**src/rtl/idelay_tap_calibrator.sv**
```systemverilog
`default_nettype none
// ============================================================================
// Module      : idelay_tap_calibrator
// Description : Load-side controller for a VAR_LOAD input delay element.
//               On i_start it loads taps 0..31 one at a time. For each tap it
//               waits a settle time and then evaluates SAMPLE_COUNT qualified
//               pass/fail samples. It tracks the widest contiguous passing
//               window, with the earliest window winning a tie. At the end it
//               loads the window centre, or tap 0 when the best window is
//               shorter than MIN_WINDOW.
// Revision    : 1.0 - initial release
// ----------------------------------------------------------------------------
// Ports
//   i_controller_clk : clock; delay-line load interface is consumed on rising edge
//   i_rst            : synchronous active-high reset
//   i_start          : start calibration (honoured in IDLE or DONE only)
//   i_sample_valid   : one sample of delayed data available this cycle
//   i_sample_match   : sampled data equals expected pattern (qualified by valid)
//   o_cntvaluein     : tap value to delay line, stable whenever o_ld = 0
//   o_ld             : single-cycle load strobe
//   o_busy           : sweep in progress
//   o_done           : calibration finished, held until next start or reset
//   o_fail           : best window shorter than MIN_WINDOW (valid with o_done)
//   o_best_tap       : final loaded tap
//   o_window_len     : length of best passing window (0..32)
// ============================================================================
module idelay_tap_calibrator #(
  parameter int SETTLE_CYCLES = 8,   // idle cycles after each load (1..255)
  parameter int SAMPLE_COUNT  = 16,  // valid samples evaluated per tap (1..255)
  parameter int MIN_WINDOW    = 4    // minimum window for success (1..32)
) (
  input  logic       i_controller_clk,
  input  logic       i_rst,
  input  logic       i_start,
  input  logic       i_sample_valid,
  input  logic       i_sample_match,
  output logic [4:0] o_cntvaluein,
  output logic       o_ld,
  output logic       o_busy,
  output logic       o_done,
  output logic       o_fail,
  output logic [4:0] o_best_tap,
  output logic [5:0] o_window_len
);

  localparam logic [7:0] c_SETTLE_LAST = 8'(SETTLE_CYCLES - 1);
  localparam logic [7:0] c_SAMPLE_LAST = 8'(SAMPLE_COUNT - 1);
  localparam logic [5:0] c_MIN_WINDOW  = 6'(MIN_WINDOW);
  localparam logic [4:0] c_LAST_TAP    = 5'd31;

  typedef enum logic [2:0] {
    S_IDLE   = 3'd0,
    S_LOAD   = 3'd1,
    S_SETTLE = 3'd2,
    S_SAMPLE = 3'd3,
    S_EVAL   = 3'd4,
    S_FINAL  = 3'd5,
    S_DONE   = 3'd6
  } state_t;

  state_t     r_state;
  logic [4:0] r_tap;
  logic [7:0] r_settle_cnt;
  logic [7:0] r_sample_cnt;
  logic       r_tap_pass;
  logic [4:0] r_cur_start;
  logic [5:0] r_cur_len;
  logic [4:0] r_best_start;
  logic [5:0] r_best_len;

  logic [4:0] r_cntvaluein;
  logic       r_ld;
  logic       r_busy;
  logic       r_done;
  logic       r_fail;
  logic [4:0] r_best_tap;
  logic [5:0] r_window_len;

  // Window bookkeeping as it will stand after the current EVAL cycle. The
  // final centre is derived from these next-state values, so the final load
  // strobe can be raised on the same edge that leaves EVAL for tap 31. This
  // keeps the final o_ld in the FINAL cycle and o_done in the cycle after.
  logic [5:0] w_next_cur_len;
  logic [4:0] w_next_cur_start;
  logic       w_best_update;
  logic [5:0] w_next_best_len;
  logic [4:0] w_next_best_start;
  logic [5:0] w_half_len;
  logic [4:0] w_centre;
  logic       w_window_ok;

  always_comb begin
    w_next_cur_len    = 6'd0;
    w_next_cur_start  = r_cur_start;
    w_best_update     = 1'b0;
    w_next_best_len   = r_best_len;
    w_next_best_start = r_best_start;
    w_half_len        = 6'd0;
    w_centre          = 5'd0;
    w_window_ok       = 1'b0;

    if (r_tap_pass) begin
      w_next_cur_len = r_cur_len + 6'd1;
      // A new window opens on the first passing tap after a failure.
      if (r_cur_len == 6'd0) begin
        w_next_cur_start = r_tap;
      end
    end

    // Strictly greater: an equal-length later window never displaces the
    // earlier one.
    w_best_update = r_tap_pass && (w_next_cur_len > r_best_len);
    if (w_best_update) begin
      w_next_best_len   = w_next_cur_len;
      w_next_best_start = w_next_cur_start;
    end

    w_window_ok = (w_next_best_len >= c_MIN_WINDOW);
    if (w_next_best_len != 6'd0) begin
      w_half_len = (w_next_best_len - 6'd1) >> 1;
    end
    // Sum formed at 6 bits, then truncated to a 5-bit tap.
    w_centre = 5'({1'b0, w_next_best_start} + w_half_len);
  end

  always_ff @(posedge i_controller_clk) begin
    if (i_rst) begin
      r_state      <= S_IDLE;
      r_tap        <= 5'd0;
      r_settle_cnt <= 8'd0;
      r_sample_cnt <= 8'd0;
      r_tap_pass   <= 1'b0;
      r_cur_start  <= 5'd0;
      r_cur_len    <= 6'd0;
      r_best_start <= 5'd0;
      r_best_len   <= 6'd0;
      r_cntvaluein <= 5'd0;
      r_ld         <= 1'b0;
      r_busy       <= 1'b0;
      r_done       <= 1'b0;
      r_fail       <= 1'b0;
      r_best_tap   <= 5'd0;
      r_window_len <= 6'd0;
    end else begin
      case (r_state)
        S_IDLE, S_DONE: begin
          if (i_start) begin
            r_tap        <= 5'd0;
            r_cur_start  <= 5'd0;
            r_cur_len    <= 6'd0;
            r_best_start <= 5'd0;
            r_best_len   <= 6'd0;
            r_done       <= 1'b0;
            r_fail       <= 1'b0;
            r_busy       <= 1'b1;
            // Strobe is registered, so it is presented during LOAD.
            r_cntvaluein <= 5'd0;
            r_ld         <= 1'b1;
            r_state      <= S_LOAD;
          end
        end

        S_LOAD: begin
          r_ld         <= 1'b0;
          r_settle_cnt <= 8'd0;
          r_sample_cnt <= 8'd0;
          r_tap_pass   <= 1'b1;
          r_state      <= S_SETTLE;
        end

        S_SETTLE: begin
          // Samples arriving while the delay line settles are ignored.
          if (r_settle_cnt == c_SETTLE_LAST) begin
            r_settle_cnt <= 8'd0;
            r_state      <= S_SAMPLE;
          end else begin
            r_settle_cnt <= r_settle_cnt + 8'd1;
          end
        end

        S_SAMPLE: begin
          if (i_sample_valid) begin
            r_tap_pass <= r_tap_pass & i_sample_match;
            if (r_sample_cnt == c_SAMPLE_LAST) begin
              r_sample_cnt <= 8'd0;
              r_state      <= S_EVAL;
            end else begin
              r_sample_cnt <= r_sample_cnt + 8'd1;
            end
          end
        end

        S_EVAL: begin
          r_cur_len    <= w_next_cur_len;
          r_cur_start  <= w_next_cur_start;
          r_best_len   <= w_next_best_len;
          r_best_start <= w_next_best_start;
          if (r_tap == c_LAST_TAP) begin
            r_ld         <= 1'b1;
            r_cntvaluein <= w_window_ok ? w_centre : 5'd0;
            r_best_tap   <= w_window_ok ? w_centre : 5'd0;
            r_window_len <= w_next_best_len;
            r_fail       <= ~w_window_ok;
            r_state      <= S_FINAL;
          end else begin
            r_tap        <= r_tap + 5'd1;
            r_cntvaluein <= r_tap + 5'd1;
            r_ld         <= 1'b1;
            r_state      <= S_LOAD;
          end
        end

        S_FINAL: begin
          r_ld    <= 1'b0;
          r_busy  <= 1'b0;
          r_done  <= 1'b1;
          r_state <= S_DONE;
        end

        default: begin
          r_state <= S_IDLE;
        end
      endcase
    end
  end

  assign o_cntvaluein = r_cntvaluein;
  assign o_ld         = r_ld;
  assign o_busy       = r_busy;
  assign o_done       = r_done;
  assign o_fail       = r_fail;
  assign o_best_tap   = r_best_tap;
  assign o_window_len = r_window_len;

endmodule
`default_nettype wire

```
**config.mk**
```make
export PLATFORM = sky130hd
export DESIGN_NAME = idelay_tap_calibrator
export DESIGN_NICKNAME = d
export VERILOG_FILES = /design/src/rtl/idelay_tap_calibrator.sv
export SDC_FILE = /design/constraint.sdc
export NUM_CORES = 1
export LEC_CHECK = 0
export CAP_MARGIN = 20
export CORE_MARGIN = 2
export CORE_UTILIZATION = 35
export DETAILED_ROUTE_END_ITERATION = 10
export SYNTH_ARGS = -nofsm -noshare
export SYNTH_HDL_FRONTEND = slang
export SYNTH_SLANG_ARGS = --single-unit
```
**constraint.sdc**
```tcl
create_clock -name i_controller_clk -period 4.8 [get_ports i_controller_clk]
set_clock_uncertainty 0.1 [all_clocks]
set_input_delay 0.96 -clock i_controller_clk [delete_from_list [all_inputs] [get_ports i_controller_clk]]
set_output_delay 0.96 -clock i_controller_clk [all_outputs]
set_load 0.02 [all_outputs]
```
After elaboration in Yosys (flattened, before gate mapping)
Cells that the tools add are included.

operators by class
  add/subtract/negate cells = 6
  $lt $le $gt $ge = 2
  eq/ne operators = 15
  mux-type cells = 37
  bitwise operators = 2
  reduce and logical (&&, ||, !) cells = 19

operator list
  kind                   count
  $mux W5                8
  $pmux W5 S2            4
  $pmux W8 S2            2
  $mux W8                3
  $pmux W6 S2            2
  $mux W6                3
  $pmux W3 S6            1
  $add A8 B1 Y8 const B  2
  $mux W3                5
  $ne A2 B2 Y1 const B   6
  $reduce_and A2 Y1      5
  $eq A3 B3 Y1 const B   3
  $eq A8 B3 Y1 const B   1
  $eq A8 B4 Y1 const B   1
  $pmux W1 S2            4
  $reduce_bool A2 Y1     4
  $add A6 B1 Y6 const B  1
  $eq A3 B2 Y1 const B   2
  $ge A6 B3 Y1 const B   1
  $gt A6 B6 Y1           1
  $logic_not A6 Y1       1
  $reduce_and A3 Y1      2
  $reduce_bool A6 Y1     1
  $sub A6 B1 Y6 const B  1
  13 further kinds       17

word-level totals
  register bits = 67
  input bits = 5
  output and inout bits = 20
  word-level logic and storage cells = 97

Depth between registers and ports, before layout
  word-level depth = 11
  mapped depth = 21
  depth with buffers taken out = 20

Worst setup path after synthesis
OpenSTA, ideal clock, no wires.

  path kind = register -> register
  from = register r_cur_len[2]
  to = register r_cntvaluein[4], in the netlist o_cntvaluein[4]
  library setup time = 138 ps
  arrival = 3918 ps
  required time = 4562 ps
  slack = 644 ps
  cell stages (with the launch flop) = 20
  path buffers = 2
  period minus slack after synthesis = 4156 ps
  path through = dfxtp_1 -> and3_2 -> nand3_1 -> mux2i_1 -> ha_1 -> nand4_1 -> o21ai_0 -> a31oi_1 -> clkbuf_1 -> buf_1 -> a211oi_1 -> a31oi_1 -> ha_1 -> inv_1 -> fa_1 -> inv_1 -> a21o_1 -> a21oi_1 -> xnor2_1 -> a31oi_1

between the ends
  word-level cells in the longest chain between the ends = 11
  elaborated cells between the ends (all ways) = 17
  classes of those cells = 3 x add/sub; 2 x order compare; 9 x mux; 3 x reduce/logical

ends and longest elaborated chain
  item                                                        RTL line  text
  start: declaration                                          67        logic [5:0] r_cur_len;
  start signal: assignment                                    194       r_cur_len <= w_next_cur_len;
  $add A6 B1 Y6                                               103       w_next_cur_len = r_cur_len + 6'd1;
  $mux W6                                                     102       if (r_tap_pass) begin
  $gt A6 B6 Y1                                                112       w_best_update = r_tap_pass && (w_next_cur_len > r_best_len);
  $logic_and A1 B1 Y1                                         112
  $mux W6                                                     113       if (w_best_update) begin
  $sub A6 B1 Y6 / $reduce_bool A6 Y1 (equally long branches)  120, 119
  $mux W5                                                     119       if (w_next_best_len != 6'd0) begin
  $add A5 B5 Y5                                               123       w_centre = 5'({1'b0, w_next_best_start} + w_half_len);
  $mux W5 *                                                   200       r_cntvaluein <= w_window_ok ? w_centre : 5'd0;
  $mux W5 *                                                   198       if (r_tap == c_LAST_TAP) begin
  $pmux W5 S2 *                                               145       case (r_state)
  end signal: assignment                                      200
  end signal: assignment                                      207       r_cntvaluein <= r_tap + 5'd1;
  end: declaration                                            71        logic [4:0] r_cntvaluein;

Mark *: on every way between the ends. The rest lies on a longest branch, timed or not.
A chain may end at the register's enable or synchronous reset.

Worst setup path after layout
  from = register r_cur_len[0]
  to = register r_cntvaluein[4], in the netlist o_cntvaluein[4]

Same word-level chain as after synthesis.

==> results.sh <==
export IMPL_coreArea_mm2=0.00986
export IMPL_fin_crit_sh_pct=85.5
export IMPL_initial_core_util_pct=36.4
export IMPL_detail_route_antenna_nets=0
export IMPL_min_from="o_best_tap[2]"
export IMPL_tns_ps=0
export IMPL_syn_inst=455
export IMPL_grt_max_degree=41
export IMPL_r2r_slack_ps=700
export IMPL_wl_met1_mm=4.22
export IMPL_hold_depth=2
export IMPL_wire_per_inst_um=14.2
export IMPL_max_clock_freq_mhz=244
export IMPL_ioPinCount=25
export IMPL_grt_ovfl_total=0
export IMPL_status="finished, final reports clean"
export IMPL_crit_required_ps=4940
export IMPL_drc=0
export IMPL_dieWidth_um=105
export IMPL_ctsResizeCount=0
export IMPL_antenna_found_initial=0
export IMPL_synthFlopType="dfxtp_1"
export IMPL_clk_pin_slew_ps=80
export IMPL_holdPathEnd="o_best_tap[2]"
export IMPL_reg2reg_to="o_cntvaluein[4]"
export IMPL_grtUsageTotal_pct=16.2
export IMPL_synth_distinct_cells=51
export IMPL_nFillCells=981
export IMPL_cts_tree="done"
export IMPL_worst_pin_slew_ps=665
export IMPL_min_path_type="register to register"
export IMPL_io_buffers=24
export IMPL_p_leak_nw=1.58
export IMPL_cap_violations=0
export IMPL_synth_seq_cells=67
export IMPL_crit_chain="ha_1 > xor2_1 > and2_1 > ha_1 > nand4_1 > o21bai_1 > a31oi_2 > and4bb_2 > or3_1 > a31oi_1 > ha_1 > inv_1 > fa_1 > inv_1 > a21o_1 > a21oi_1 > xnor2_1 > a31oi_1"
export IMPL_critical_path_max_stage_delay_ps=420
export IMPL_yosysSeqAreaShare_pct=37.3
export IMPL_wl_met3_um=319
export IMPL_diodes=0
export IMPL_numCtsBuffers=9
export IMPL_synth_edf_count=0
export IMPL_syn_area_per_cell_um2=7.89
export IMPL_vdd_drop_max_mv=0.149
export IMPL_cp_top_family="adder cells"
export IMPL_power_mw=1.30
export IMPL_routed_wl_met2_mm=3.97
export IMPL_cts_sinks=67
export IMPL_synth_warnings=0
export IMPL_num_vias=3236
export IMPL_hold_buffers=0
export IMPL_grt_pass1_wl_mm=14.6
export IMPL_first_global_vias=2955
export IMPL_dieHeight_um=105
export IMPL_syn2layout_area_growth_pct=16.3
export IMPL_hold_viol=0
export IMPL_syn_cell_area_mm2=0.00359
export IMPL_post_cts_buffers=0
export IMPL_setup_violations=0
export IMPL_drt_iter0_markers=194
export IMPL_final_min_clock_period_ps=4100
export IMPL_first_pass_iters=4
export IMPL_rsz0062_at_grt="no"
export IMPL_die_area_mm2=0.0111
export IMPL_start_kind="register"
export IMPL_viasPerCell=5.29
export IMPL_reg2reg_from="r_cur_len[0]"
export IMPL_totalWireLength_mm=8.67
export IMPL_syn_nets=477
export IMPL_cts_max_level=3
export IMPL_layout_drive_gt1_share_pct=6.89
export IMPL_drv_slew=0
export IMPL_relSlewSlack_pct=55.3
export IMPL_routabilityCongestion=0.913
export IMPL_crit_type="register to register"
export IMPL_arrival_ps=4240
export IMPL_cp_common_cell="ha_1"
export IMPL_top_layer_used="met4"
export IMPL_rows=36
export IMPL_power_density_mw_per_mm2=312
export IMPL_cp_slowest_cell="dfxtp_1"
export IMPL_nNetsFinal=496
export IMPL_crit_buf_inv=2
export IMPL_r2r_cells=18
export IMPL_synthArstFlopShare_pct=0
export IMPL_clock_tree_buffer_depth=2
export IMPL_dp_hpwl_mm=6.27
export IMPL_cp_end_kind="register"
export IMPL_clk_latency_ps=360
export IMPL_critPathMaxFanout=9
export IMPL_cts_root_buf="clkbuf_8"
==> worst min-delay path: stages (launching register included) <==
cell and delay, ps:
dfxtp_1 310, nand2_1 50, a21oi_1 50
==> layer usage <==
metal,vias to the layer above,GRT usage (%)
met5,-,0
met4,0,7.43
met3,13,2.41
met2,64,25.3
met1,1501,22.1
li1,1658,-
==> power by group <==
group | total (mW) | switching [mW] | internal [mW]
Clock | 0.538 | 0.231 | 0.307
Combinational | 0.170 | 0.108 | 0.0614
Sequential | 0.594 | 0.0253 | 0.569
Total | 1.30 | 0.364 | 0.938
==> cell families after synthesis <==
| family | Yosys count | synth area share (%) |
|---|---|---|
| fa+ha+maj | 17 | 6.13 |
| xor+xnor | 13 | 3.17 |
| simple gates | 188 | 24.6 |
| buf+inv | 37 | 4.18 |
| mux | 10 | 3.03 |
| flops | 67 | 37.3 |
| compound gates | 123 | 21.6 |
==> registers in the layout, summed over array words and instances, names as in the netlist, 3 cells and up <==
name          flops
r_sample_cnt      8
r_settle_cnt      8
o_window_len      6
r_best_len        6
r_cur_len         6
o_best_tap        5
o_cntvaluein      5
r_best_start      5
r_cur_start       5
r_tap             5
r_state           3
==> cell usage in the layout, fill, tap and decap left out, types with 11 or more instances in the layout <==
master           synthesis  final
dfxtp_1                 67     67
ha_1                    16     16
nor2_1                  74     74
o21ai_0                 23     23
inv_1                   15     15
a21oi_1                 41     41
nand2_1                 44     44
clkdlybuf4s50_1          0     23
nand3_1                 11     11
a22oi_1                 24     24
==> Yosys cell counts (3+ instances only) <==
cell type	n	share of area (%)
a21o_1	5	1.0
nor4_1	3	0.52
nand3b_1	3	0.63
nand2_1	44	4.6
nand4_1	6	1.0
clkbuf_1	19	2.0
nor3_1	9	1.3
mux2i_1	8	2.2
a21oi_1	41	5.7
inv_1	15	1.6
nand3_1	11	1.5
and3_1	6	1.0
dfxtp_1	67	37
nor2_1	74	7.7
o21ai_0	23	3.2
ha_1	16	5.6
a31oi_1	5	0.87
xnor2_1	7	1.7
a211oi_1	10	2.1
nor2b_1	6	1.0
and2_1	5	0.87
xor2_1	6	1.5
nand2b_1	9	1.6
a22oi_1	24	5.0
==> per-stage QoR <==
stage / area [um2] / instances / setup WS (ps) / hold WS [ps] / utilization, %
after floorplan: 3590 / 455 / 644 / 335 / -
after global placement: 3950 / 596 / 813 / 345 / 40.1
after detailed placement: 3950 / 596 / 689 / 350 / 40.1
after CTS: 4180 / 612 / 674 / 361 / 42.3
after global routing: 4180 / 612 / 281 / 387 / 42.3
final: 4180 / 612 / 697 / 357 / 42.3
==> worst max path at each step <==
stage,to,slack [ps],depth (start not counted),from
global placement,o_cntvaluein[4],810,17,r_tap_pass
finish,o_cntvaluein[4],700,18,r_cur_len[0]
global route,o_cntvaluein[4],280,19,r_cur_len[0]
floorplan,o_cntvaluein[4],640,19,r_cur_len[2]
detailed placement,o_cntvaluein[4],690,17,r_tap_pass
CTS,o_cntvaluein[4],670,17,r_tap_pass
==> final cells by class <==
cell class	instances	area [um2]	area share [%]
Clock buffer	10	138	3.30
Clock inverter	6	87.6	2.10
Inverter	15	56.3	1.35
Multi-Input combinational cell	351	2110	50.4
Sequential cell	67	1340	32.1
Tap cell	133	166	3.98
Timing Repair Buffer	30	280	6.71
Note: power is estimated with default switching activity, not from simulation.
